## src/rtl/clint_if.sv

```systemverilog
// Bus interface for the CLINT register block.
//   clint_valid : request strobe, one cycle per request
//   clint_instr : instruction-fetch flag (carried, not used by the CLINT)
//   clint_addr  : byte address
//   clint_wdata : write data
//   clint_wstrb : byte enables, all zero means read
//   clint_rdata : read data, valid while clint_ready is high
//   clint_ready : one-cycle response pulse
interface clint_if;
  logic        clint_valid;
  logic        clint_instr;
  logic [31:0] clint_addr;
  logic [31:0] clint_wdata;
  logic [3:0]  clint_wstrb;
  logic [31:0] clint_rdata;
  logic        clint_ready;

  modport master (
    output clint_valid, clint_instr, clint_addr, clint_wdata, clint_wstrb,
    input  clint_rdata, clint_ready
  );

  modport slave (
    input  clint_valid, clint_instr, clint_addr, clint_wdata, clint_wstrb,
    output clint_rdata, clint_ready
  );
endinterface

```

## src/rtl/clint.sv

```systemverilog
// Core-local interruptor: 64-bit mtime with prescaler, per-hart mtimecmp and
// msip registers, machine timer / software interrupt outputs.
//   clk        : clock, all state on rising edge
//   rst        : synchronous active-high reset
//   bus        : clint_if slave port (valid/addr/wdata/wstrb in, rdata/ready out)
//   timer_irpt : per-hart machine timer interrupt (registered mtime >= mtimecmp)
//   soft_irpt  : per-hart machine software interrupt (msip register)
// Map: msip[h] 0x0000+4h, mtimecmp[h] 0x4000+8h (lo) / +4 (hi),
//      mtime 0xBFF8 (lo) / 0xBFFC (hi). Only addr[15:0] is decoded.

// Per-hart state: mtimecmp, msip and the registered timer compare.
module clint_hart (
  input  logic        clk,
  input  logic        rst,
  input  logic        we_cmp_lo_i,
  input  logic        we_cmp_hi_i,
  input  logic        we_msip_i,
  input  logic [31:0] wdata_i,
  input  logic [3:0]  wstrb_i,
  input  logic [63:0] mtime_i,
  output logic [63:0] mtimecmp_o,
  output logic        msip_o,
  output logic        timer_o
);
  logic [63:0] cmp_q, cmp_d;
  logic        msip_q, msip_d;
  logic        timer_q;

  always_comb begin
    cmp_d  = cmp_q;
    msip_d = msip_q;
    for (int i = 0; i < 4; i++) begin
      if (we_cmp_lo_i && wstrb_i[i]) cmp_d[8*i +: 8]      = wdata_i[8*i +: 8];
      if (we_cmp_hi_i && wstrb_i[i]) cmp_d[32 + 8*i +: 8] = wdata_i[8*i +: 8];
    end
    // Only the low byte lane carries the msip bit.
    if (we_msip_i && wstrb_i[0]) msip_d = wdata_i[0];
  end

  always_ff @(posedge clk) begin
    if (rst) begin
      cmp_q   <= '1;
      msip_q  <= 1'b0;
      timer_q <= 1'b0;
    end else begin
      cmp_q   <= cmp_d;
      msip_q  <= msip_d;
      // Compare uses this cycle's mtime/mtimecmp; result appears next cycle.
      timer_q <= (mtime_i >= cmp_q);
    end
  end

  assign mtimecmp_o = cmp_q;
  assign msip_o     = msip_q;
  assign timer_o    = timer_q;
endmodule

module clint #(
  parameter int HARTS    = 2,
  parameter int PRESCALE = 1
) (
  input  logic             clk,
  input  logic             rst,
  clint_if.slave           bus,
  output logic [HARTS-1:0] timer_irpt,
  output logic [HARTS-1:0] soft_irpt
);
  localparam logic [15:0] PS_LAST = 16'(PRESCALE - 1);

  // ---------------- decode ----------------
  logic [15:0] a;
  logic        wr, rd;
  logic        is_msip, is_cmp, is_mtime;
  logic [11:0] msip_idx;
  logic [10:0] cmp_idx;
  logic        half_hi;

  assign a        = bus.clint_addr[15:0];
  assign wr       = bus.clint_valid && (bus.clint_wstrb != 4'b0000);
  assign rd       = bus.clint_valid && (bus.clint_wstrb == 4'b0000);
  assign is_msip  = (a[15:14] == 2'b00);
  assign is_cmp   = (a[15:14] == 2'b01);
  assign is_mtime = (a[15:3] == 13'h17FF);
  assign msip_idx = a[13:2];
  assign cmp_idx  = a[13:3];
  assign half_hi  = a[2];

  logic unused_bits;
  assign unused_bits = ^{bus.clint_instr, bus.clint_addr[31:16]};

  // ---------------- prescaler / mtime ----------------
  logic [15:0] ps_q, ps_d;
  logic        tick;
  logic [63:0] mtime_q, mtime_d, mtime_base;

  assign tick = (ps_q == PS_LAST);
  assign ps_d = tick ? 16'd0 : ps_q + 16'd1;

  // Bus writes overlay the already-incremented value byte by byte, so a
  // written half never receives a carry and an unwritten half keeps counting.
  always_comb begin
    mtime_base = tick ? mtime_q + 64'd1 : mtime_q;
    mtime_d    = mtime_base;
    if (wr && is_mtime) begin
      for (int i = 0; i < 4; i++) begin
        if (bus.clint_wstrb[i]) begin
          if (half_hi) mtime_d[32 + 8*i +: 8] = bus.clint_wdata[8*i +: 8];
          else         mtime_d[8*i +: 8]      = bus.clint_wdata[8*i +: 8];
        end
      end
    end
  end

  always_ff @(posedge clk) begin
    if (rst) begin
      ps_q    <= 16'd0;
      mtime_q <= 64'd0;
    end else begin
      ps_q    <= ps_d;
      mtime_q <= mtime_d;
    end
  end

  // ---------------- per-hart registers ----------------
  logic [HARTS-1:0][63:0] cmp_all;
  logic [HARTS-1:0]       msip_all;

  for (genvar h = 0; h < HARTS; h++) begin : g_hart
    logic sel_cmp, sel_msip;
    assign sel_cmp  = wr && is_cmp  && (cmp_idx  == 11'(h));
    assign sel_msip = wr && is_msip && (msip_idx == 12'(h));

    clint_hart u_hart (
      .clk        (clk),
      .rst        (rst),
      .we_cmp_lo_i(sel_cmp && !half_hi),
      .we_cmp_hi_i(sel_cmp &&  half_hi),
      .we_msip_i  (sel_msip),
      .wdata_i    (bus.clint_wdata),
      .wstrb_i    (bus.clint_wstrb),
      .mtime_i    (mtime_q),
      .mtimecmp_o (cmp_all[h]),
      .msip_o     (msip_all[h]),
      .timer_o    (timer_irpt[h])
    );
  end

  assign soft_irpt = msip_all;

  // ---------------- read mux / response ----------------
  // Hart indices at or above HARTS match no loop iteration and read as 0.
  logic [31:0] rd_val;
  always_comb begin
    rd_val = 32'd0;
    if (is_mtime) begin
      rd_val = half_hi ? mtime_q[63:32] : mtime_q[31:0];
    end else begin
      for (int h = 0; h < HARTS; h++) begin
        if (is_msip && msip_idx == 12'(h)) rd_val = {31'd0, msip_all[h]};
        if (is_cmp && cmp_idx == 11'(h))
          rd_val = half_hi ? cmp_all[h][63:32] : cmp_all[h][31:0];
      end
    end
  end

  logic [31:0] rdata_q;
  logic        ready_q;

  always_ff @(posedge clk) begin
    if (rst) begin
      rdata_q <= 32'd0;
      ready_q <= 1'b0;
    end else begin
      ready_q <= bus.clint_valid;
      if (rd) rdata_q <= rd_val;
    end
  end

  assign bus.clint_rdata = rdata_q;
  assign bus.clint_ready = ready_q;
endmodule

```

## src/flat_wrapper.sv

```systemverilog
// flat-port wrapper written by rule: the top's interface ports become plain ports
module clint_flat 
#(
  parameter int HARTS    = 2,
  parameter int PRESCALE = 1
)
  (clk, rst, timer_irpt, soft_irpt, bus_clint_valid, bus_clint_instr, bus_clint_addr, bus_clint_wdata, bus_clint_wstrb, bus_clint_rdata, bus_clint_ready);
  clint_if bus_i ();
  input  logic clk;
  input  logic rst;
  output logic [HARTS-1:0] timer_irpt;
  output logic [HARTS-1:0] soft_irpt;
  input wire logic [$bits(bus_i.clint_valid)-1:0] bus_clint_valid;
  input wire logic [$bits(bus_i.clint_instr)-1:0] bus_clint_instr;
  input wire logic [$bits(bus_i.clint_addr)-1:0] bus_clint_addr;
  input wire logic [$bits(bus_i.clint_wdata)-1:0] bus_clint_wdata;
  input wire logic [$bits(bus_i.clint_wstrb)-1:0] bus_clint_wstrb;
  output wire logic [$bits(bus_i.clint_rdata)-1:0] bus_clint_rdata;
  output wire logic [$bits(bus_i.clint_ready)-1:0] bus_clint_ready;
  assign bus_i.clint_valid = bus_clint_valid;
  assign bus_i.clint_instr = bus_clint_instr;
  assign bus_i.clint_addr = bus_clint_addr;
  assign bus_i.clint_wdata = bus_clint_wdata;
  assign bus_i.clint_wstrb = bus_clint_wstrb;
  assign bus_clint_rdata = bus_i.clint_rdata;
  assign bus_clint_ready = bus_i.clint_ready;
  clint #(.HARTS(HARTS), .PRESCALE(PRESCALE)) u_core (.clk(clk), .rst(rst), .bus(bus_i), .timer_irpt(timer_irpt), .soft_irpt(soft_irpt));
endmodule
```

## config.mk

```make
export PLATFORM = sky130hd
export DESIGN_NAME = clint_flat
export DESIGN_NICKNAME = d
export VERILOG_FILES = /design/src/rtl/clint_if.sv /design/src/rtl/clint.sv /design/src/flat_wrapper.sv
export SDC_FILE = /design/constraint.sdc
export NUM_CORES = 1
export LEC_CHECK = 0
export ABC_AREA = 1
export ABC_CLOCK_PERIOD_IN_PS = 2400
export BUFFER_PORTS_ARGS = -buffer_cell sky130_fd_sc_hd__buf_2
export CAP_MARGIN = 10
export CORE_ASPECT_RATIO = 0.8
export CORE_MARGIN = 4
export CORE_UTILIZATION = 50
export CTS_CLUSTER_DIAMETER = 30
export DETAILED_ROUTE_END_ITERATION = 6
export PLACE_DENSITY = 0.68
export SLEW_MARGIN = 25
export SYNTH_ARGS = -nofsm -noshare
export SYNTH_HDL_FRONTEND = slang
export SYNTH_SLANG_ARGS = --single-unit
```

## constraint.sdc

```tcl
create_clock -name clk -period 2.4 [get_ports clk]
set_input_delay 0.24 -clock clk [delete_from_list [all_inputs] [get_ports clk]]
set_output_delay 0.24 -clock clk [all_outputs]
set_load 0.02 [all_outputs]
```

==> impl_results.md <==
* Worst vdd ir at 0.567 mV
* Mapped Cells at approximately 2500
* WP data required at ~2.9 ns
* Yosys cell types at ~40
* Min-Delay Path Class: input port to flip-flop
* CP arrival at roughly 2.7 ns
* Filler cell count at 3235
* Dpl cell area at between 0.015 and 0.02 sq mm
* Worst Setup End Kind: flip-flop
* H-tree Lvls at 2
* Worst skew pair latency at between 0.5 and 0.6 ns
* Yosys reg bits at around 250
* Cell row count at 60
* Initial Util at 0.507
* Top Family by Delay on Critical Path: simple AND/OR/NAND/NOR gates
* Post-route cell area at 0.0200 sq mm
* Drt wl/cell at around 19 um
* Final-stage net count at ~2800
* CTS Buffer Depth at 3
* Final worst setup slack at around 0.17 ns
* First-pass DRT Iterations at 5
* Total CTS buffers at 55
* Vias per Instance at about 5.6
* Slowest CP cell: dfxtp_1
* Top post-synthesis cells by count: 706 x nand2_1, 355 x inv_1, 245 x dfxtp_1
* Headroom to the max-slew limit at 0.594
* Die ar. at between 0.03 and 0.04 sq mm
* HPWL Detailed at 45900 um
* Initial antenna violation count at 0
* Placement Setup Slack at roughly 0.23 ns
* Synthesized net count at between 2000 and 3000
* Cell mode on critical path: nand2_1
* Reg clk slew, reported paths at 0.05 ns
* Crit start category: flip-flop
* Port Buf Inserts at a little under 90
* Period Utilization, post-route at 0.931
* Worst Tran Pin Value at 0.607 ns
* Worst Clk Skew at between 0.015 and 0.02 ns
* Routability cong. at around 1
* Seq/Total Area, Yosys at 0.289
* Yosys warnings at 0
* Core Box Area at 0.0336 sq mm
* DIE HEIGHT at approximately 170 um
* Synth top area cells: dfxtp_1 29%, nand2_1 16%, ha_1 9.6%, inv_1 7.8%, o21ai_0 5.5%
* Overflow after GRT at 0
* Crit path cell chain: inv_1 > nor3_1 > nand2_1 > nor2_1 > nand2_1 > o21ai_1 > nand2_1 > nand2_1 > nand3_1 > nand2_1 > inv_1
* Multi-input gate area at around 0.010 sq mm
* Max Fclk at about 450 MHz
* Vias in the first global route at between 15000 and 20000
* Mapped Area at roughly 0.017 sq mm
* Kind of critical path: flip-flop to flip-flop
* Top-count cell post-synth: nand2_1
* # setup viols final at 0
* Endpoints failing hold at 0
* RSZ-0062 raised after global routing: false
* Tot Pwr at between 10000 and 15000 uW
* Diode count at 0
* Post-route minimum period at 2.23 ns
* Run status: finished clean
* Die Span X at 214 um
* # clock sinks at roughly 250
* Final wirelength at 59900 um
* Synth area leader: dfxtp_1
* Iteration-0 DRC Markers at 1646
* Total of max-cap violations at 0
* Number of flops mapped to enable cells by yosys at 0
* I/O Pins at between 100 and 150
* Util after Layout at 0.595
* Post-synth top area share at 0.289
* Ys flop type: dfxtp_1
* Detail Route Antenna Nets at 0
* GRT Util Overall at 0.316
* Via count at ~18000
* Clk Tree Root Cell: clkbuf_16
* P_leak at 0.0113 uW
* Share of cells above drive strength 1 at 0.137
* Slowest cell delay on critical path at 0.50 ns
* Register area at slightly below 0.005 sq mm
* DRC Markers at 0
* Async SR Flop Fraction at 0
* CTS tree: built
* Synthesized area per cell at ~6.7 sq um
* Syn-to-layout area delta at 17.5%
* CP Buf/Inv Count at 2
* Wire length of the first global-routing pass at around 94000 um
* Max-slew violations at 0
* Critical Path Fanout Max at 6
* Pin count of the biggest net entering global routing at slightly above 80
* Power Density at 612 mW/mm^2
* Setup_tns at 0 ns
worst paths after layout:
path                                     startpoint                 end  slack [ns]  cells past startpoint
worst max-delay path             u_core.mtime_q[36]  u_core.mtime_q[56]        0.17                     11
worst min-delay path            bus_clint_wdata[17]  u_core.mtime_q[17]        0.02                      5
worst max register to register   u_core.mtime_q[36]  u_core.mtime_q[56]        0.17                     11
worst min register to register      u_core.ps_q[15]     u_core.ps_q[15]        0.46                      2
cell usage in the layout (no fill, tap or decap), drive strengths merged, types with 12 or more instances in the layout:
master / netlist / final
xor2: 21 / 21
nor3: 30 / 30
o21ai: 195 / 195
nand3: 121 / 121
nand2: 734 / 734
o211ai: 140 / 140
dfxtp: 245 / 245
buf: 48 / 148
a31oi: 38 / 38
ha: 131 / 131
clkbuf: 46 / 76
a21oi: 112 / 112
nor2: 194 / 194
nand4: 49 / 49
o21bai: 15 / 15
clkinv: 1 / 12
inv: 369 / 369
where the power goes:
| group | leakage [uW] | switching, uW | internal (uW) |
|---|---|---|---|
| Clock | 0.000920 | 2360 | 5240 |
| Sequential | 0.00198 | 10.2 | 4100 |
| Combinational | 0.00836 | 372 | 149 |
| Total | 0.0113 | 2740 | 9490 |
registers in the layout, summed over array words and instances, names as in the netlist:
name / count
u_core.mtime_q: 64
u_core.bus.clint_ready: 1
u_core.g_hart.u_hart.timer_o: 2
u_core.g_hart.u_hart.mtimecmp_o: 128
u_core.ps_q: 16
u_core.bus.clint_rdata: 32
u_core.g_hart.u_hart.msip_o: 2
layer usage:
layer  share of wire  track usage  wire, um
met1            0.47        0.462     28200
met2            0.43        0.488     25500
met3           0.077       0.0462      4620
met4           0.025       0.0853      1500
met5               0            0         0
metrics by stage:
| step | instances | hold WS, ns |
|---|---|---|
| after floorplan | 2522 | 0.309 |
| after global placement | 3010 | 0.448 |
| after detailed placement | 3010 | 0.449 |
| after CTS | 3119 | 0.00824 |
| after global routing | 3119 | 0.0378 |
| final | 3119 | 0.0194 |
cell families after synthesis:
| kind of cell | after synthesis | share of synthesized area |
|---|---|---|
| AOI/OAI and AO/OA | 511 | 0.191 |
| adders and majority gates | 131 | 0.0964 |
| buffers and inverters | 464 | 0.112 |
| and+or+nand+nor | 1147 | 0.300 |
| muxes | 1 | 0.000589 |
| xor gates and xnor gates | 23 | 0.0118 |
| DFF | 245 | 0.289 |
layout make-up:
| type | instances | area share |
|---|---|---|
| multi-input cells | 1813 | 0.510 |
| repair buffers | 158 | 0.0527 |
| well taps | 434 | 0.0272 |
| flip-flops and latches | 245 | 0.246 |
| clock buffers | 76 | 0.0805 |
| clock inverters | 23 | 0.0140 |
| inverters | 370 | 0.0698 |
tightest hold or removal path: cells and delay by family:
kind | cells | cell delay, ns
AO/OA/AOI/OAI | 1 | 0.07
AND/OR/NAND/NOR | 1 | 0.05
buffers and inverters | 3 | 0.19
timing repair:
item,CTS,global route
gates resized for setup,0,1
endpoints found under the hold margin,12,0
hold buffers,10,0
setup buffers,0,0
endpoints found under the setup margin,0,3
Note: power is estimated with default switching activity, not from simulation.
